===== src/rtl/mem_port_arbiter_if.sv =====
// CPU-side and SRAM-side signal bundle for mem_port_arbiter.
// slave = arbiter view, master = CPU + SRAM environment view.
interface mem_port_arbiter_if #(
   parameter int ADDR_W = 32,
   parameter int DATA_W = 32
);
   logic                  inst_req;
   logic [ADDR_W-1:0]     inst_addr;
   logic                  inst_gnt;
   logic                  inst_rvalid;
   logic [DATA_W-1:0]     inst_rdata;

   logic                  data_req;
   logic                  data_wen;
   logic [ADDR_W-1:0]     data_addr;
   logic [DATA_W-1:0]     data_wdata;
   logic [DATA_W/8-1:0]   data_wmask;
   logic                  data_gnt;
   logic                  data_rvalid;
   logic [DATA_W-1:0]     data_rdata;

   logic                  mem_en;
   logic                  mem_wen;
   logic [ADDR_W-1:0]     mem_addr;
   logic [DATA_W-1:0]     mem_wdata;
   logic [DATA_W/8-1:0]   mem_wmask;
   logic [DATA_W-1:0]     mem_rdata;

   modport slave (
      input  inst_req, inst_addr,
      input  data_req, data_wen, data_addr, data_wdata, data_wmask,
      input  mem_rdata,
      output inst_gnt, inst_rvalid, inst_rdata,
      output data_gnt, data_rvalid, data_rdata,
      output mem_en, mem_wen, mem_addr, mem_wdata, mem_wmask
   );

   modport master (
      output inst_req, inst_addr,
      output data_req, data_wen, data_addr, data_wdata, data_wmask,
      output mem_rdata,
      input  inst_gnt, inst_rvalid, inst_rdata,
      input  data_gnt, data_rvalid, data_rdata,
      input  mem_en, mem_wen, mem_addr, mem_wdata, mem_wmask
   );
endinterface


===== src/rtl/mem_port_arbiter.sv =====
// Per-cycle arbiter sharing one single-port SRAM between fetch and data ports.
// Optional stall counters are built when ARB_PERF_CNT_EN is defined.
module mem_port_arbiter #(
   parameter int ADDR_W          = 32,
   parameter int DATA_W          = 32,
   parameter int MAX_DATA_STREAK = 4
) (
   input  logic                clk,
   input  logic                reset,
   mem_port_arbiter_if.slave   bus
`ifdef ARB_PERF_CNT_EN
   ,
   output logic [31:0]         inst_stall_cnt,
   output logic [31:0]         data_stall_cnt
`endif
);

   typedef enum logic [1:0] {
      OWN_NONE = 2'd0,
      OWN_INST = 2'd1,
      OWN_DATA = 2'd2
   } owner_e;

   localparam logic [3:0] STREAK_MAX = 4'(MAX_DATA_STREAK);

   logic [3:0] streak_q, streak_d;
   owner_e     owner_q, owner_d;
   logic       inst_gnt, data_gnt;

   // Grants are gated by reset so nothing reaches the SRAM while reset is held.
   // NOTE: every always_comb output gets a default first so no latch is inferred.
   always_comb begin
      inst_gnt = 1'b0;
      data_gnt = 1'b0;
      if (reset) begin
         if (bus.data_req && !(bus.inst_req && streak_q == STREAK_MAX)) begin
            data_gnt = 1'b1;
         end else if (bus.inst_req) begin
            inst_gnt = 1'b1;
         end
      end
   end

   always_comb begin
      streak_d = streak_q;
      owner_d  = OWN_NONE;
      if (!bus.inst_req || inst_gnt) begin
         streak_d = 4'd0;
      end else if (data_gnt && streak_q < STREAK_MAX) begin
         streak_d = streak_q + 4'd1;
      end
      if (inst_gnt) begin
         owner_d = OWN_INST;
      end else if (data_gnt && !bus.data_wen) begin
         owner_d = OWN_DATA;
      end
   end

   // NOTE: sequential state uses non-blocking assignments only.
   always_ff @(posedge clk or negedge reset) begin
      if (!reset) begin
         streak_q <= 4'd0;
         owner_q  <= OWN_NONE;
      end else begin
         streak_q <= streak_d;
         owner_q  <= owner_d;
      end
   end

   always_comb begin
      bus.mem_en    = inst_gnt | data_gnt;
      bus.mem_wen   = 1'b0;
      bus.mem_addr  = '0;
      bus.mem_wdata = '0;
      bus.mem_wmask = '0;
      if (data_gnt) begin
         bus.mem_wen   = bus.data_wen;
         bus.mem_addr  = bus.data_addr;
         bus.mem_wdata = bus.data_wdata;
         bus.mem_wmask = bus.data_wmask;
      end else if (inst_gnt) begin
         bus.mem_addr  = bus.inst_addr;
      end
   end

   assign bus.inst_gnt    = inst_gnt;
   assign bus.data_gnt    = data_gnt;
   assign bus.inst_rvalid = (owner_q == OWN_INST);
   assign bus.data_rvalid = (owner_q == OWN_DATA);
   assign bus.inst_rdata  = (owner_q == OWN_INST) ? bus.mem_rdata : '0;
   assign bus.data_rdata  = (owner_q == OWN_DATA) ? bus.mem_rdata : '0;

`ifdef ARB_PERF_CNT_EN
   logic [31:0] inst_stall_q, data_stall_q;

   // Counters only observe the grant; they never feed back into arbitration.
   always_ff @(posedge clk or negedge reset) begin
      if (!reset) begin
         inst_stall_q <= 32'd0;
         data_stall_q <= 32'd0;
      end else begin
         if (bus.inst_req && !inst_gnt && inst_stall_q != 32'hFFFF_FFFF) begin
            inst_stall_q <= inst_stall_q + 32'd1;
         end
         if (bus.data_req && !data_gnt && data_stall_q != 32'hFFFF_FFFF) begin
            data_stall_q <= data_stall_q + 32'd1;
         end
      end
   end

   assign inst_stall_cnt = inst_stall_q;
   assign data_stall_cnt = data_stall_q;
`endif

endmodule


===== src/flat_wrapper.sv =====
// flat-port wrapper written by rule: the top's interface ports become plain ports
module mem_port_arbiter_flat 
#(
   parameter int ADDR_W          = 32,
   parameter int DATA_W          = 32,
   parameter int MAX_DATA_STREAK = 4
)
  (clk, reset, bus_inst_req, bus_inst_addr, bus_data_req, bus_data_wen, bus_data_addr, bus_data_wdata, bus_data_wmask, bus_mem_rdata, bus_inst_gnt, bus_inst_rvalid, bus_inst_rdata, bus_data_gnt, bus_data_rvalid, bus_data_rdata, bus_mem_en, bus_mem_wen, bus_mem_addr, bus_mem_wdata, bus_mem_wmask);
  mem_port_arbiter_if #(.ADDR_W(ADDR_W), .DATA_W(DATA_W)) bus_i ();
  input  logic clk;
  input  logic reset;
  input wire logic [$bits(bus_i.inst_req)-1:0] bus_inst_req;
  input wire logic [$bits(bus_i.inst_addr)-1:0] bus_inst_addr;
  input wire logic [$bits(bus_i.data_req)-1:0] bus_data_req;
  input wire logic [$bits(bus_i.data_wen)-1:0] bus_data_wen;
  input wire logic [$bits(bus_i.data_addr)-1:0] bus_data_addr;
  input wire logic [$bits(bus_i.data_wdata)-1:0] bus_data_wdata;
  input wire logic [$bits(bus_i.data_wmask)-1:0] bus_data_wmask;
  input wire logic [$bits(bus_i.mem_rdata)-1:0] bus_mem_rdata;
  output wire logic [$bits(bus_i.inst_gnt)-1:0] bus_inst_gnt;
  output wire logic [$bits(bus_i.inst_rvalid)-1:0] bus_inst_rvalid;
  output wire logic [$bits(bus_i.inst_rdata)-1:0] bus_inst_rdata;
  output wire logic [$bits(bus_i.data_gnt)-1:0] bus_data_gnt;
  output wire logic [$bits(bus_i.data_rvalid)-1:0] bus_data_rvalid;
  output wire logic [$bits(bus_i.data_rdata)-1:0] bus_data_rdata;
  output wire logic [$bits(bus_i.mem_en)-1:0] bus_mem_en;
  output wire logic [$bits(bus_i.mem_wen)-1:0] bus_mem_wen;
  output wire logic [$bits(bus_i.mem_addr)-1:0] bus_mem_addr;
  output wire logic [$bits(bus_i.mem_wdata)-1:0] bus_mem_wdata;
  output wire logic [$bits(bus_i.mem_wmask)-1:0] bus_mem_wmask;
  assign bus_i.inst_req = bus_inst_req;
  assign bus_i.inst_addr = bus_inst_addr;
  assign bus_i.data_req = bus_data_req;
  assign bus_i.data_wen = bus_data_wen;
  assign bus_i.data_addr = bus_data_addr;
  assign bus_i.data_wdata = bus_data_wdata;
  assign bus_i.data_wmask = bus_data_wmask;
  assign bus_i.mem_rdata = bus_mem_rdata;
  assign bus_inst_gnt = bus_i.inst_gnt;
  assign bus_inst_rvalid = bus_i.inst_rvalid;
  assign bus_inst_rdata = bus_i.inst_rdata;
  assign bus_data_gnt = bus_i.data_gnt;
  assign bus_data_rvalid = bus_i.data_rvalid;
  assign bus_data_rdata = bus_i.data_rdata;
  assign bus_mem_en = bus_i.mem_en;
  assign bus_mem_wen = bus_i.mem_wen;
  assign bus_mem_addr = bus_i.mem_addr;
  assign bus_mem_wdata = bus_i.mem_wdata;
  assign bus_mem_wmask = bus_i.mem_wmask;
  mem_port_arbiter #(.ADDR_W(ADDR_W), .DATA_W(DATA_W), .MAX_DATA_STREAK(MAX_DATA_STREAK)) u_core (.clk(clk), .reset(reset), .bus(bus_i));
endmodule

===== config.mk =====
export PLATFORM = sky130hd
export DESIGN_NAME = mem_port_arbiter_flat
export DESIGN_NICKNAME = d
export VERILOG_FILES = /design/src/rtl/mem_port_arbiter_if.sv /design/src/rtl/mem_port_arbiter.sv /design/src/flat_wrapper.sv
export SDC_FILE = /design/constraint.sdc
export NUM_CORES = 1
export LEC_CHECK = 0
export ABC_AREA = 1
export CORE_AREA = 8 8 101 103
export CTS_BUF_LIST = sky130_fd_sc_hd__clkbuf_4
export DETAILED_ROUTE_END_ITERATION = 16
export DIE_AREA = 0 0 109 111
export PLACE_DENSITY = 0.74
export SKIP_CTS_REPAIR_TIMING = 1
export SYNTH_ARGS = -nofsm -noshare
export SYNTH_HDL_FRONTEND = slang
export SYNTH_SLANG_ARGS = --single-unit

===== constraint.sdc =====
create_clock -name clk -period 2.7 [get_ports clk]
set_clock_uncertainty 0.2 [all_clocks]
set_input_delay 0.54 -clock clk [delete_from_list [all_inputs] [get_ports clk]]
set_output_delay 0.54 -clock clk [all_outputs]
set_load 0.01 [all_outputs]

==> results of run 1 <==
==> cell usage after synthesis <==
cell type	count	area (µm²)
inv_1	82	308
dfrtp_1	6	150
clkbuf_1	6	22.5
ha_1	2	25.0
buf_6	4	45.0
nand4_4	1	21.3
nand4_1	1	6.26
nor2_1	110	413
nand2_1	101	379
nand2_2	5	31.3
nand3_1	1	5.00
buf_4	1	7.51
inv_2	1	3.75
buf_2	5	25.0
a21oi_4	1	16.3
nand3_2	1	10.0
==> area by class of cell <==
type                    count  area [µm²]
multi-input cells         223         917
fillers                   809        3880
repair buffers            290        3140
well taps                 108         135
clock buffers               3        22.5
inverters                  83         312
flip-flops and latches      6         150
==> stage by stage <==
step / total power [W] / instance area, µm² / hold WS [ns] / setup TNS (ns) / utilization, %
after floorplan: 0.000253 / 1470 / 0.0444 / 0 / -
after global placement: 0.000634 / 4350 / 0.284 / -18.61 / 50.9
after detailed placement: 0.000645 / 4350 / 0.302 / -20.66 / 50.9
after CTS: 0.000729 / 4380 / 0.313 / -20.88 / 51.2
after global routing: 0.000769 / 4670 / 0.195 / -0.0189 / 54.6
final: 0.000718 / 4670 / 0.171 / 0 / 54.6
==> sequential cells by signal, indices dropped and copies added (netlist names) <==
signal           flops
u_core.streak_q      4
u_core.owner_q       2
==> power groups by stage <==
stage | registers [W] | logic [W] | clock network, W
after global routing | 0.0000948 | 0.000590 | 0.0000849
after floorplan | 0.0000954 | 0.000157 | 0
after global placement | 0.0000954 | 0.000539 | 0
after detailed placement | 0.0000958 | 0.000549 | 0
after CTS | 0.0000944 | 0.000551 | 0.0000837
final | 0.0000946 | 0.000545 | 0.0000783
==> layout by cell type, fill, tap and decap left out, types with 2 or more instances in the layout <==
cell type / synthesis / final
dfrtp_1: 6 / 6
buf_12: 0 / 3
clkbuf_4: 0 / 3
nand2_2: 5 / 5
inv_1: 82 / 82
buf_6: 4 / 2
nor2_1: 110 / 110
clkdlybuf4s50_1: 0 / 200
nand2_1: 101 / 101
buf_4: 1 / 8
dlymetal6s2s_1: 0 / 74
clkbuf_16: 0 / 2
==> how the worst max path moves through the flow <==
stage	depth (start not counted)	to	slack [ns]
final	8	bus_mem_addr[31]	0.06
after global routing	8	bus_mem_addr[10]	-0.009
after CTS	7	bus_mem_addr[31]	-0.38
after detailed placement	7	bus_mem_addr[31]	-0.38
after global placement	7	bus_mem_addr[11]	-0.33
after floorplan	7	bus_mem_addr[22]	0.66
==> routing by layer <==
layer	share of wire, %	global-route usage [%]	wire length [µm]	vias to the layer above
met4	0.34	2.01	36	2
li1	-	-	-	1452
met1	33	14.4	3520	1262
met5	0.094	0	10	-
met3	10	5.29	1090	6
met2	56	30.6	5970	131
==> kinds of logic after synthesis <==
logic type / Yosys count / synth area share [%]
DFF: 6 / 10.2
AOI/OAI and AO/OA: 1 / 1.11
buffers and inverters: 99 / 28.0
and+or+nand+nor: 220 / 58.9
adders and majority gates: 2 / 1.70
==> impl_metrics.xml, run 1 <==
<?xml version="1.0" encoding="UTF-8"?>
<metrics>
  <group name="critical_path">
    <metric name="worst_path_largest_cell_delay" unit="ns">0.47</metric>
    <metric name="worstRegToRegCells" unit="">8</metric>
    <metric name="timing.critical_path.from" unit="">bus_data_req</metric>
    <metric name="path_common_cell" unit="">nand2_1</metric>
    <metric name="critical_path_class" unit="">in2out</metric>
    <metric name="critical_path.cell_chain" unit="">clkdlybuf4s50_1, buf_4, a21oi_4, buf_12, clkbuf_16, nand2_1, nand2_1, dlymetal6s2s_1</metric>
    <metric name="crit_fanout" unit="">8</metric>
    <metric name="crit_buf_inv" unit="">5</metric>
    <metric name="r2r_setup_slk" unit="ns">0.91</metric>
    <metric name="path_delay_family" unit="">buffers and inverters</metric>
    <metric name="critPathRequiredTime" unit="ns">1.96</metric>
    <metric name="critical_path.reg2reg.startpoint" unit="">u_core.streak_q[0]$_DFFE_PN0P_</metric>
    <metric name="worstSetupStartpointType" unit="">input pin</metric>
    <metric name="cp-end-kind" unit="">output pin</metric>
    <metric name="data_arrival_at_the_endpoint_of_the_critical_path" unit="ns">1.90</metric>
    <metric name="regToRegEndpoint" unit="">u_core.owner_q[0]$_DFF_PN0_</metric>
    <metric name="cpMaxStageDelayCell" unit="">clkdlybuf4s50_1</metric>
  </group>
  <group name="synthesis">
    <metric name="postSynthRegisterBits" unit="">6</metric>
    <metric name="ys_types" unit="">16</metric>
    <metric name="synthesis.area_per_instance" unit="µm²">4.48</metric>
    <metric name="synth_seq_area_share" unit="%">10.2</metric>
    <metric name="synth_cells" unit="">328</metric>
    <metric name="netlist_area_before_placement" unit="mm²">0.00147</metric>
    <metric name="ys.warnings.count" unit="">0</metric>
    <metric name="synthesis.nets" unit="">467</metric>
  </group>
  <group name="clock_tree">
    <metric name="htree_levels" unit="">1</metric>
    <metric name="cts_buffers" unit="">3</metric>
    <metric name="clkSlewWorstSetupHoldPaths" unit="ns">0.04</metric>
    <metric name="cts_tree" unit="">done</metric>
    <metric name="worst_skew_pair.late_latency" unit="ns">0.24</metric>
    <metric name="clock_tree.buffer_depth" unit="">2</metric>
    <metric name="cts_sinks" unit="">6</metric>
    <metric name="ctsRootBufferMaster" unit="">clkbuf_4</metric>
  </group>
  <group name="place">
    <metric name="place.gp.congestion" unit="">0.823</metric>
    <metric name="pre_cts_ws" unit="ns">-0.378</metric>
    <metric name="dp.cells" unit="">705</metric>
    <metric name="hpwlAfterDp" unit="µm">9080</metric>
    <metric name="placement.io_buffers" unit="">274</metric>
  </group>
  <group name="layout">
    <metric name="drive_gt1_share" unit="%">4.79</metric>
    <metric name="fin_nets" unit="">746</metric>
    <metric name="num_antenna_cells" unit="">0</metric>
    <metric name="layout-area-overhead-vs-synth" unit="%">218</metric>
    <metric name="final_cells" unit="">713</metric>
  </group>
  <group name="die">
    <metric name="die_w" unit="µm">109</metric>
    <metric name="coreArea" unit="mm²">0.00855</metric>
    <metric name="io_pins" unit="">275</metric>
    <metric name="std_cell_rows" unit="">34</metric>
    <metric name="starting_density_of_the_core" unit="%">17.2</metric>
    <metric name="die_height" unit="µm">111</metric>
    <metric name="fp.dieArea" unit="mm²">0.0121</metric>
  </group>
  <group name="routing">
    <metric name="drt_iter0_drc" unit="">151</metric>
    <metric name="drt-wirelength-per-cell" unit="µm">14.9</metric>
    <metric name="vias" unit="">2853</metric>
    <metric name="vias_per_std_cell" unit="">4.00</metric>
    <metric name="wirelength" unit="µm">10600</metric>
    <metric name="drt.antenna.violating_nets" unit="">0</metric>
    <metric name="drt_pass_1_iters" unit="">4</metric>
    <metric name="drc_errors" unit="">0</metric>
  </group>
  <group name="sta">
    <metric name="final.period_utilization" unit="%">97.8</metric>
    <metric name="timing.final.ws_setup" unit="ns">0.0604</metric>
    <metric name="worst_slew_pin_slew" unit="ns">0.333</metric>
    <metric name="setup_violations" unit="">0</metric>
    <metric name="report.final.hold_viol_count" unit="">0</metric>
    <metric name="maxSlewHeadroom" unit="%">77.8</metric>
    <metric name="min_period" unit="ns">2.64</metric>
    <metric name="maxSlewViolCount" unit="">0</metric>
    <metric name="fmaxAchievable" unit="MHz">379</metric>
  </group>
  <group name="pwr">
    <metric name="switching_power" unit="W">0.000235</metric>
    <metric name="cell_int_power" unit="W">0.000483</metric>
    <metric name="combinational_group_share_of_total_power" unit="%">75.9</metric>
    <metric name="power_density" unit="mW/mm²">154</metric>
    <metric name="clkPwrFrac" unit="%">10.9</metric>
    <metric name="netSwitchingFraction" unit="%">32.8</metric>
    <metric name="seq_power_share" unit="%">13.2</metric>
    <metric name="worst_ir_drop_vdd" unit="V">0.0000722</metric>
    <metric name="leakage_power" unit="nW">3.35</metric>
  </group>
  <group name="run_status">
    <metric name="status" unit="">completed</metric>
  </group>
  <group name="hold_path">
    <metric name="timing.hold.worst.class" unit="">in2async</metric>
  </group>
  <group name="global_route">
    <metric name="first_global_vias" unit="">2885</metric>
    <metric name="track_usage" unit="%">15.3</metric>
    <metric name="antenna_found_initial" unit="">1</metric>
    <metric name="maximum_number_of_pins_on_one_net_before_global_route_repair" unit="">35</metric>
    <metric name="grt.overflow.total" unit="">0</metric>
    <metric name="first_pass_grt_wire_length" unit="µm">14800</metric>
  </group>
  <group name="job">
    <metric name="timing.max_cap.violations" unit="">0</metric>
  </group>
</metrics>
Note: power is estimated with default switching activity, not from simulation.
==> run 2, diff against run 1 <==
--- a/config.mk
+++ b/config.mk
@@ -6,11 +6,12 @@
 export NUM_CORES = 1
 export LEC_CHECK = 0
 export ABC_AREA = 1
-export CORE_AREA = 8 8 101 103
+export CORE_ASPECT_RATIO = 0.7
+export CORE_MARGIN = 8
+export CORE_UTILIZATION = 19
 export CTS_BUF_LIST = sky130_fd_sc_hd__clkbuf_4
 export DETAILED_ROUTE_END_ITERATION = 16
-export DIE_AREA = 0 0 109 111
-export PLACE_DENSITY = 0.74
+export PLACE_DENSITY = 0.84
 export SKIP_CTS_REPAIR_TIMING = 1
 export SYNTH_ARGS = -nofsm -noshare
 export SYNTH_HDL_FRONTEND = slang
==> constraint.sdc (replaced) <==
create_clock -name clk -period 2.3 [get_ports clk]
set_clock_uncertainty 0.2 [all_clocks]
set_input_delay 0.46 -clock clk [delete_from_list [all_inputs] [get_ports clk]]
set_output_delay 0.46 -clock clk [all_outputs]
set_load 0.01 [all_outputs]
==> impl_metrics.xml, run 2 (same netlist as run 1, synthesis figures left out) <==
<?xml version="1.0" encoding="UTF-8"?>
<metrics>
  <group name="routing">
    <metric name="vias" unit="">2903</metric>
    <metric name="drt.antenna.violating_nets" unit="">0</metric>
    <metric name="vias_per_std_cell" unit="">4.11</metric>
    <metric name="drt_pass_1_iters" unit="">4</metric>
    <metric name="drc_errors" unit="">0</metric>
    <metric name="drt-wirelength-per-cell" unit="µm">17.2</metric>
    <metric name="drt_iter0_drc" unit="">89</metric>
    <metric name="wirelength" unit="µm">12100</metric>
  </group>
  <group name="layout">
    <metric name="leading_cell_types_in_the_layout_fill_and_taps_excluded" unit="">clkdlybuf4s50_1 (135), nor2_1 (109), dlymetal6s2s_1 (106)</metric>
    <metric name="final_cells" unit="">707</metric>
    <metric name="fillers" unit="">579</metric>
    <metric name="largest_register_ffs" unit="">4</metric>
    <metric name="fin_nets" unit="">750</metric>
    <metric name="reg_top3" unit="">u_core.streak_q: 4 flops, u_core.owner_q: 2 flops</metric>
    <metric name="layout-area-overhead-vs-synth" unit="%">244</metric>
    <metric name="layout.cells.most_common" unit="">clkdlybuf4s50_1</metric>
    <metric name="drive_gt1_share" unit="%">19.2</metric>
    <metric name="num_antenna_cells" unit="">0</metric>
    <metric name="top_register" unit="">u_core.streak_q</metric>
  </group>
  <group name="sta">
    <metric name="hold_ws" unit="ns">0.0433</metric>
    <metric name="grt_setup_unrepaired" unit="">true</metric>
    <metric name="maxSlewViolCount" unit="">0</metric>
    <metric name="min_period" unit="ns">2.43</metric>
    <metric name="timing.final.ws_setup" unit="ns">-0.131</metric>
    <metric name="maxSlewHeadroom" unit="%">81.1</metric>
    <metric name="report.final.hold_viol_count" unit="">0</metric>
    <metric name="setup_violations" unit="">32</metric>
    <metric name="fmaxAchievable" unit="MHz">411</metric>
    <metric name="final.period_utilization" unit="%">106</metric>
    <metric name="worst_slew_pin_slew" unit="ns">0.283</metric>
  </group>
  <group name="pwr">
    <metric name="power_density" unit="mW/mm²">181</metric>
    <metric name="clkPwrFrac" unit="%">11.2</metric>
    <metric name="cell_int_power" unit="W">0.000587</metric>
    <metric name="switching_power" unit="W">0.000327</metric>
    <metric name="leakage_power" unit="nW">4.28</metric>
    <metric name="seq_power_share" unit="%">12.1</metric>
    <metric name="netSwitchingFraction" unit="%">35.8</metric>
    <metric name="combinational_group_share_of_total_power" unit="%">76.7</metric>
    <metric name="worst_ir_drop_vdd" unit="V">0.000140</metric>
  </group>
  <group name="critical_path">
    <metric name="path_delay_family" unit="">buffers and inverters</metric>
    <metric name="cpMaxStageDelayCell" unit="">dfrtp_1</metric>
    <metric name="regToRegEndpoint" unit="">u_core.owner_q[0]$_DFF_PN0_</metric>
    <metric name="path_common_cell" unit="">buf_12</metric>
    <metric name="r2r_setup_slk" unit="ns">0.68</metric>
    <metric name="critical_path.cell_chain" unit="">inv_2, ha_4, nand4_4, a21oi_4, buf_12, buf_12, buf_12, nand2_4, nand2_2, buf_6</metric>
    <metric name="critPathRequiredTime" unit="ns">1.64</metric>
    <metric name="worstRegToRegCells" unit="">8</metric>
    <metric name="cp-end-kind" unit="">output pin</metric>
    <metric name="crit_fanout" unit="">5</metric>
    <metric name="number_of_cells_on_the_critical_path" unit="">10</metric>
    <metric name="critical_path.reg2reg.startpoint" unit="">u_core.streak_q[0]$_DFFE_PN0P_</metric>
    <metric name="worst_path_largest_cell_delay" unit="ns">0.39</metric>
    <metric name="critical_path_class" unit="">reg2out</metric>
    <metric name="data_arrival_at_the_endpoint_of_the_critical_path" unit="ns">1.77</metric>
    <metric name="worstSetupStartpointType" unit="">register</metric>
    <metric name="crit_buf_inv" unit="">5</metric>
  </group>
  <group name="place">
    <metric name="placement.io_buffers" unit="">274</metric>
    <metric name="place.gp.congestion" unit="">0.850</metric>
    <metric name="dp.cells" unit="">697</metric>
    <metric name="hpwlAfterDp" unit="µm">9360</metric>
  </group>
  <group name="die">
    <metric name="die_w" unit="µm">121</metric>
    <metric name="std_cell_rows" unit="">26</metric>
    <metric name="io_pins" unit="">275</metric>
    <metric name="die_height" unit="µm">89.6</metric>
    <metric name="starting_density_of_the_core" unit="%">19.9</metric>
    <metric name="coreArea" unit="mm²">0.00738</metric>
    <metric name="fp.dieArea" unit="mm²">0.0108</metric>
  </group>
  <group name="global_route">
    <metric name="maximum_number_of_pins_on_one_net_before_global_route_repair" unit="">34</metric>
    <metric name="grt.overflow.total" unit="">0</metric>
    <metric name="first_global_vias" unit="">2774</metric>
    <metric name="first_pass_grt_wire_length" unit="µm">15000</metric>
    <metric name="track_usage" unit="%">17.3</metric>
    <metric name="antenna_found_initial" unit="">0</metric>
  </group>
  <group name="clock_tree">
    <metric name="worst_skew_pair.late_latency" unit="ns">0.25</metric>
    <metric name="cts_buffers" unit="">3</metric>
    <metric name="cts_tree" unit="">done</metric>
    <metric name="cts_sinks" unit="">6</metric>
    <metric name="htree_levels" unit="">1</metric>
    <metric name="clkSlewWorstSetupHoldPaths" unit="ns">0.05</metric>
    <metric name="clock_tree.buffer_depth" unit="">2</metric>
    <metric name="ctsRootBufferMaster" unit="">clkbuf_4</metric>
  </group>
  <group name="job">
    <metric name="timing.max_cap.violations" unit="">0</metric>
  </group>
  <group name="run_status">
    <metric name="violated_checks" unit="">negative setup slack</metric>
    <metric name="status" unit="">finished with violations</metric>
  </group>
  <group name="hold_path">
    <metric name="timing.hold.worst.class" unit="">in2async</metric>
  </group>
</metrics>
[run 2: worst max-delay path by stage]
stage                                        start                to  slack, ns
floorplan           u_core.streak_q[0]$_DFFE_PN0P_  bus_mem_addr[22]       0.34
global placement                      bus_inst_req   bus_mem_addr[8]      -0.56
detailed placement                    bus_inst_req   bus_mem_addr[5]      -0.62
CTS                                   bus_inst_req   bus_mem_addr[5]      -0.63
global route        u_core.streak_q[1]$_DFFE_PN0P_  bus_mem_addr[29]      -0.19
finish              u_core.streak_q[0]$_DFFE_PN0P_  bus_mem_addr[29]      -0.13
[run 2: layer usage]
metal	part of all wire (%)	vias to the layer above	global-route usage [%]
li1	-	1461	-
met1	36	1305	17.6
met2	56	131	35.2
met3	7.6	6	5.49
met4	0.47	0	1.35
met5	0	-	0
[run 2: area by class of cell]
cell class / instances / area, µm² / share of cell area, %
Sequential cell: 6 / 150 / 2.98
Timing Repair Buffer: 294 / 3280 / 65.1
Multi-Input combinational cell: 223 / 1150 / 22.9
Inverter: 83 / 312 / 6.17
Clock buffer: 3 / 22.5 / 0.446
Tap cell: 98 / 123 / 2.43
[run 2: worst register-to-register path, cell delays in order, from the launching register on]
cell	delay [ns]
dfrtp_1	0.39
inv_2	0.09
ha_4	0.14
nand4_4	0.11
a21oi_4	0.20
buf_12	0.15
buf_12	0.10
buf_4	0.09
buf_4	0.09
[run 2: stage by stage]
| step | area [µm²] | setup TNS [ns] | setup slack (ns) | total power (W) | utilization (%) |
|---|---|---|---|---|---|
| floorplan | 1470 | 0 | 0.341 | 0.000296 | - |
| global placement | 4370 | -34.52 | -0.563 | 0.000751 | 59.2 |
| detailed placement | 4370 | -37.49 | -0.618 | 0.000761 | 59.2 |
| CTS | 4390 | -40.37 | -0.630 | 0.000868 | 59.5 |
| global route | 5050 | -4.41 | -0.192 | 0.000970 | 68.3 |
| finish | 5050 | -2.33 | -0.131 | 0.000914 | 68.3 |
[run 2: power groups by stage]
stage	sequential [W]	clock [W]	combinational [W]
3_5_place_dp	0.000112	0	0.000649
5_1_grt	0.000111	0.000109	0.000750
3_3_place_gp	0.000112	0	0.000640
2_1_floorplan	0.000112	0	0.000184
4_1_cts	0.000110	0.000104	0.000653
6_report	0.000111	0.000102	0.000701
